`src/rtl/spi_periph_bridge.sv`:
```
// SPI mode-0 slave that bridges host transactions onto a single-cycle register bus.
// The first byte is the command (bit7 = write); every following byte is data, with address auto-increment.
module spi_periph_bridge #(
  parameter int ADDR_W = 4,
  parameter int DATA_W = 8
) (
  input  logic              clk,
  input  logic              rst,
  input  logic              spi_cs_n,
  input  logic              spi_clk,
  input  logic              spi_mosi,
  output logic              spi_miso,
  output logic [ADDR_W-1:0] reg_addr,
  input  logic [DATA_W-1:0] reg_data_i,
  output logic [DATA_W-1:0] reg_data_o,
  output logic              reg_data_o_dv
);

  typedef enum logic [1:0] {IDLE, CMD, DATA} state_t;

  state_t              state_q;
  logic                sclk_q;
  logic [2:0]          bit_cnt_q;
  logic [DATA_W-1:0]   shift_in_q, shift_out_q, data_o_q;
  logic [ADDR_W-1:0]   addr_q;
  logic                rw_q, dv_q, inc_q, load_q;
  logic                rise, fall;
  logic [DATA_W-1:0]   nxt_byte;

  assign rise     = spi_clk & ~sclk_q;
  assign fall     = ~spi_clk & sclk_q;
  assign nxt_byte = {shift_in_q[DATA_W-2:0], spi_mosi};

  always_ff @(posedge clk) begin
    if (rst) begin
      state_q     <= IDLE;
      sclk_q      <= 1'b0;
      bit_cnt_q   <= '0;
      shift_in_q  <= '0;
      shift_out_q <= '0;
      data_o_q    <= '0;
      addr_q      <= '0;
      rw_q        <= 1'b0;
      dv_q        <= 1'b0;
      inc_q       <= 1'b0;
      load_q      <= 1'b0;
    end else begin
      sclk_q <= spi_clk;
      dv_q   <= 1'b0;
      inc_q  <= 1'b0;
      load_q <= 1'b0;
      // Post-strobe increment and read reload run one cycle behind their trigger,
      // so the peripheral sees a stable address for the strobe / combinational read.
      if (inc_q)  addr_q      <= addr_q + 1'b1;
      if (load_q) shift_out_q <= reg_data_i;
      if (spi_cs_n) begin
        state_q   <= IDLE;
        bit_cnt_q <= '0;
      end else begin
        case (state_q)
          IDLE: begin
            state_q   <= CMD;
            bit_cnt_q <= '0;
          end
          CMD: if (rise) begin
            shift_in_q <= nxt_byte;
            bit_cnt_q  <= bit_cnt_q + 3'd1;
            if (bit_cnt_q == 3'd7) begin
              addr_q  <= nxt_byte[ADDR_W-1:0];
              rw_q    <= nxt_byte[7];
              load_q  <= ~nxt_byte[7];
              state_q <= DATA;
            end
          end
          DATA: begin
            if (rise) begin
              shift_in_q <= nxt_byte;
              bit_cnt_q  <= bit_cnt_q + 3'd1;
              if (bit_cnt_q == 3'd7) begin
                if (rw_q) begin
                  data_o_q <= nxt_byte;
                  dv_q     <= 1'b1;
                  inc_q    <= 1'b1;
                end else begin
                  addr_q <= addr_q + 1'b1;
                  load_q <= 1'b1;
                end
              end
            end
            // The fall right after a byte boundary keeps the freshly reloaded MSB.
            if (fall && bit_cnt_q != 3'd0 && !rw_q)
              shift_out_q <= {shift_out_q[DATA_W-2:0], 1'b0};
          end
          default: state_q <= IDLE;
        endcase
      end
    end
  end

  assign spi_miso      = (state_q == DATA && !rw_q) ? shift_out_q[DATA_W-1] : 1'b0;
  assign reg_addr      = addr_q;
  assign reg_data_o    = data_o_q;
  assign reg_data_o_dv = dv_q;

endmodule

```
`config.mk`:
```
export PLATFORM = sky130hd
export DESIGN_NAME = spi_periph_bridge
export DESIGN_NICKNAME = d
export VERILOG_FILES = /design/src/rtl/spi_periph_bridge.sv
export SDC_FILE = /design/constraint.sdc
export NUM_CORES = 1
export LEC_CHECK = 0
export CORE_MARGIN = 4
export CORE_UTILIZATION = 50
export DETAILED_ROUTE_END_ITERATION = 7
export PLACE_DENSITY = 0.75
export SKIP_LAST_GASP = 1
export SLEW_MARGIN = 30
export SYNTH_ARGS = -nofsm -noshare
export SYNTH_HDL_FRONTEND = slang
export SYNTH_SLANG_ARGS = --single-unit
```
`constraint.sdc`:
```
create_clock -name clk -period 4.5 [get_ports clk]
set_input_delay 0.9 -clock clk [delete_from_list [all_inputs] [get_ports clk]]
set_output_delay 0.9 -clock clk [all_outputs]
set_load 0.02 [all_outputs]
```
---- Word-level counts from Yosys, hierarchy flattened ----
Index checks and enable logic that the tools add are counted.
storage, ports and cells
  logic and storage cells ................. 67
  register bits after elaboration ......... 36
  bits of input ports ..................... 13
  output and inout bits ................... 14
operators by class
  add/sub/neg operators ................... 2
  reduce and logical (&&, ||, !) cells .... 15
  bitwise gates (word level) .............. 9
  muxes and demuxes ....................... 25
  equality and inequality tests ........... 6
operator list
  operator                                                                number
  8-bit two-way mux                                                       4
  4-bit two-way mux                                                       7
  4-bit case mux with 2 select lines                                      1
  1-bit two-way mux                                                       7
  1-bit inverter                                                          7
  2-bit case mux with 3 select lines                                      1
  3-bit case mux with 2 select lines                                      1
  3-bit AND reduction                                                     2
  5-bit AND reduction                                                     1
  5-bit OR reduction                                                      1
  4-bit by 1-bit adder with 4-bit output (second input constant)          1
  2-bit two-way mux                                                       2
  2-bit != test (second input constant)                                   2
  4-bit AND reduction                                                     1
  2-bit OR reduction                                                      2
  3-bit by 1-bit adder with 3-bit output (second input constant)          1
  3-bit equality test (second input constant)                             1
  1-bit logical AND                                                       3
  3-bit two-way mux                                                       1
  3-bit nonzero test                                                      1
  1-bit bitwise AND                                                       2
  2-bit by 1-bit equality test with 1-bit output (second input constant)  1
  2-bit equality test (second input constant)                             1
  2-bit zero test                                                         1
  5 further kinds                                                         5

---- Logic depth before layout (Yosys ltp) ----
  depth after elaboration ................. 7
  gate-level depth with buffers ........... 7
  mapped depth without buffers ............ 6

---- Worst setup path after synthesis ----
OpenSTA, ideal clock, no wires.
  path kind ............................... input to register
  start point ............................. in spi_cs_n
  end point ............................... reg data_o_q[7] (netlist: reg_data_o[7])
  cell stages on the path ................. 4
  data arrival time ....................... 1.719 ns
  required time ........................... 4.372 ns
  path buffers ............................ 1
  setup slack ............................. 2.653 ns
  library setup time ...................... 0.128 ns
  cell sequence ........................... buf_4 nor3_4 mux2i_1 nor2_1
on the way
  cells in the longest elaborated chain, start to end .. 2
RTL lines
  element                        line  text
  from (decl)                    9     input logic spi_cs_n,
  1-bit inverter (no line)       n/a
  5-bit AND reduction (no line)  n/a
  to (signal assigned)           81    data_o_q <= nxt_byte;
  to (decl)                      24    logic [DATA_W-1:0] shift_in_q, shift_out_q, data_o_q;
No other way between the ends.
A chain may end at the register's enable or synchronous reset.

---- Worst setup path in the final report ----
  start point ............................. reg state_q[0]
  end point ............................... out spi_miso
on the way
  cells in the longest elaborated chain, start to end .. 3
RTL lines
  element                 line  text
  from (decl)             21    state_t state_q;
  from (signal assigned)  36    state_q <= IDLE;
  from (signal assigned)  57    state_q <= IDLE;
  from (signal assigned)  62    state_q <= CMD;
  2-bit equality test     100   assign spi_miso = (state_q == DATA && !rw_q) ? shift_out_q[DATA_W-1] : 1'b0;
  1-bit logical AND       100
  1-bit two-way mux       100
  to (decl)               12    output logic spi_miso,
No other way between the ends.

==> parameters.txt <==
Parameter                              Value

Timing
  Final Hold Fails ... 0
  Total negative slack ... 0 ns
  Fin crit period ... 3.092 ns
  Relative slew slack ... 59.95%
  Worst Tran Pin Value ... 0.6008 ns
  Tcrit/Tclk final ... 68.71%
  Fin. max-slew vios ... 0
  Setup violations, final ... 0
  Fin Clk Skew ... 0.01026 ns
  Maximum operating frequency ... 323.4 MHz
  RSZ-0062 raised after global routing ... false

Placement
  Count of placed standard cells including taps ... 246
  Port Buffers ... 26
  HPWL Detailed ... 2524 microns
  Final estimated routing congestion in global placement ... 0.8085

CTS
  CTS tree ... yes
  Total clock sinks ... 36
  H-tree levels ... 2
  Clock root buffer ... sky130_fd_sc_hd__clkbuf_4
  Clock buffer count from CTS ... 5
  Hold_buf cts ... 0
  Post CTS Setup Buffer Count ... 0
  Clock transition at the registers of the reported paths ... 0.11 ns
  Total of cells resized after clock tree synthesis ... 0
  Clock latency reported for the late side of the worst-skew pair ... 0.34 ns
  Largest buffer count on any clock path ... 2

Synthesis
  Syn Inst Count ... 181
  Post-synth EDFFs ... 0
  Mapped Area ... 0.001719 sq mm
  Number of unique standard cell types used by synthesis ... 40
  Net count of the mapped netlist ... 201
  Number of synthesized register bits ... 36
  Fraction of the yosys area taken by sequential cells ... 41.92%
  Synthesis warning total ... 0
  Async set-reset flop share out of synthesis ... 0%
  Most frequently used flop master after synthesis ... sky130_fd_sc_hd__dfxtp_1
  Syn_area_per_cell ... 9.498 sq um

Routing
  Count of antenna-violating nets left after detailed routing ... 0
  Routed vias ... 1,365
  Detailed-routing iteration count for the pre-antenna-repair pass ... 4
  Total DRC errors in the routed layout ... 0
  Starting DRT DRC Count ... 85
  Average detailed-routed wire length per instance ... 13.96 microns
  Via count normalized by instance count ... 5.374
  Final WL ... 3545 microns

Critical path
  Crit-path slowest cell ... sky130_fd_sc_hd__clkdlybuf4s50_1
  Critical path capture point type ... output pin
  Category of the most critical setup path ... reg2out
  Maximum fanout count along the critical path ... 11
  Arrival @ worst endpoint ... 2.19 ns
  Data required time of the worst path ... 3.60 ns
  Startpoint kind of the worst setup timing path ... register
  Cell-by-cell trace of the critical path ... inv_1 > ha_1 > nor2b_1 > and2_1 > clkdlybuf4s50_1
  Worst path max stage delay ... 0.59 ns

Pwr
  Relative contribution of combinational cells to total power ... 6.1%
  Highest ir drop seen on vdd ... 0.0002258 V
  Relative contribution of the clock network to total power ... 39.3%
  Total power per unit cell area ... 282.1 mW/mm^2
  Lkg Pwr ... 0.0007527 uW
  Switching share of power ... 23.15%
  Internal power ... 454.1 uW
  Net switching power figure ... 136.8 uW
  Share of total power in sequential cells ... 54.6%

Die
  Area enclosed by the die boundary ... 0.004440 sq mm
  Number of cell rows ... 21
  Placeable core region ... 0.003337 sq mm
  I/O Pins ... 27
  Die boundary height ... 66.64 microns
  Initial Util ... 51.52%
  Die boundary width ... 66.64 microns

Global routing
  Vias in the first global route ... 1,342
  Total global-route track usage ... 18.36%
  Total global routing overflow ... 0
  Number of antenna violations at the first check in global routing ... 0
  Global-route wire length before repair ... 6244 microns
  Pin count of the biggest net entering global routing ... 38

Outcome
  Outcome ... completed

Cells and area
  Fill cell instance count of the final layout ... 294
  Utilization of the core after routing ... 62.77%
  Layout Cells excl Fill ... 254
  Proportion of layout cells with a drive suffix above 1 ... 7.692%
  Synthesis-to-finish area growth ... 21.83%
  Number of antenna diodes ... 0
  Layout net count ... 227

Flow run
  Max Cap Violations ... 0

Hold path
  Class of the tightest hold or removal check ... reg2reg
[layout make-up]
cell class	instances	area, sq um	area share, %
multi-input combinational	128	930.9	44.44
clock buffer	5	37.54	1.792
timing repair buffer	28	275.3	13.14
sequential	36	720.7	34.41
inverter	8	30.03	1.434
clock inverter	3	42.54	2.031
tap	46	57.56	2.748
[path summary, 6_finish.rpt]
path / startpoint / endpoint / slack [ns] / cells after the start
worst min register to register: shift_out_q[3] / shift_out_q[4] / 0.51 / 2
worst min-delay path: shift_out_q[3] / shift_out_q[4] / 0.51 / 2
worst max register to register: state_q[0] / reg_data_o[7] / 2.52 / 6
worst max-delay path: state_q[0] / spi_miso / 1.41 / 5
[cells in the mapped netlist (3+ instances only)]
cell type	number	area share [%]
sky130_fd_sc_hd__o21ai_0	4	1.2
sky130_fd_sc_hd__nand2_1	5	1.1
sky130_fd_sc_hd__mux2i_1	27	16
sky130_fd_sc_hd__dfxtp_1	36	42
sky130_fd_sc_hd__inv_1	8	1.7
sky130_fd_sc_hd__clkbuf_1	4	0.87
sky130_fd_sc_hd__ha_1	7	5.1
sky130_fd_sc_hd__nor3_1	5	1.5
sky130_fd_sc_hd__a211oi_1	7	3.1
sky130_fd_sc_hd__nor2b_1	4	1.5
sky130_fd_sc_hd__nand2b_1	3	1.1
sky130_fd_sc_hd__a31oi_1	3	1.1
sky130_fd_sc_hd__nor2_1	30	6.6
[metal layers]
layer / share of wire [%] / vias up / GRT usage, %
met3: 4.1 / 6 / 4.216
met1: 47 / 639 / 23.96
met5: 0 / - / 0
met2: 48 / 28 / 29.33
met4: 1.5 / 0 / 6.853
li1: - / 692 / -
[metrics by stage]
stage	hold slack (ns)	total power, uW	cell area (sq um)	setup slack (ns)
final	0.5098	590.8	2095	1.408
after global routing	0.5419	610.7	2095	1.245
after CTS	0.5132	591.5	2088	1.419
after detailed placement	0.4880	365.2	2008	1.779
after global placement	0.4733	364.8	2008	1.828
after floorplan	0.4775	348.7	1719	2.653
[logic make-up (layout without fill, tap and decap cells)]
| kind of cell | Yosys count | in the layout | synth area share [%] |
|---|---|---|---|
| muxes | 27 | 27 | 15.72 |
| and+or+nand+nor | 64 | 64 | 19.80 |
| DFF | 36 | 36 | 41.92 |
| xor gates and xnor gates | 4 | 4 | 2.038 |
| AOI/OAI and AO/OA | 26 | 26 | 11.14 |
| buffers and inverters | 17 | 44 | 4.293 |
| adders and majority gates | 7 | 7 | 5.094 |
[state kept, by name, indices dropped and copies added (netlist names)]
| name | cells |
|---|---|
| reg_data_o | 8 |
| bit_cnt_q | 3 |
| inc_q | 1 |
| load_q | 1 |
| state_q | 2 |
| rw_q | 1 |
| sclk_q | 1 |
| shift_in_q | 7 |
| reg_addr | 4 |
| shift_out_q | 8 |
[layout by cell type (no fill, tap or decap), types with 3 or more instances in the layout]
master and count:
sky130_fd_sc_hd__a31oi_1 3, sky130_fd_sc_hd__o21ai_0 4, sky130_fd_sc_hd__mux2i_1 27, sky130_fd_sc_hd__a211oi_1 7
sky130_fd_sc_hd__nor3_1 5, sky130_fd_sc_hd__nor2b_1 4, sky130_fd_sc_hd__dfxtp_1 36, sky130_fd_sc_hd__nand2b_1 3
sky130_fd_sc_hd__ha_1 7, sky130_fd_sc_hd__nand2_1 5, sky130_fd_sc_hd__clkbuf_4 5, sky130_fd_sc_hd__clkdlybuf4s50_1 26
sky130_fd_sc_hd__nor2_1 30, sky130_fd_sc_hd__inv_1 8
[critical path, delay by kind of cell, from the launching register on]
family / cells / cell delay [ns]
DFF: 1 / 0.34
buffers and inverters: 2 / 0.68
and+or+nand+nor: 2 / 0.44
adders and majority gates: 1 / 0.39
[power groups by stage]
stage	registers (uW)	logic, uW	clock network, uW
after floorplan	330	18.9	0
after global placement	330	35.2	0
after detailed placement	330	35.4	0
after CTS	323	35.6	233
after global routing	323	39.6	248
final	323	36.0	232
No activity file was read; power rests on OpenSTA's default activity.
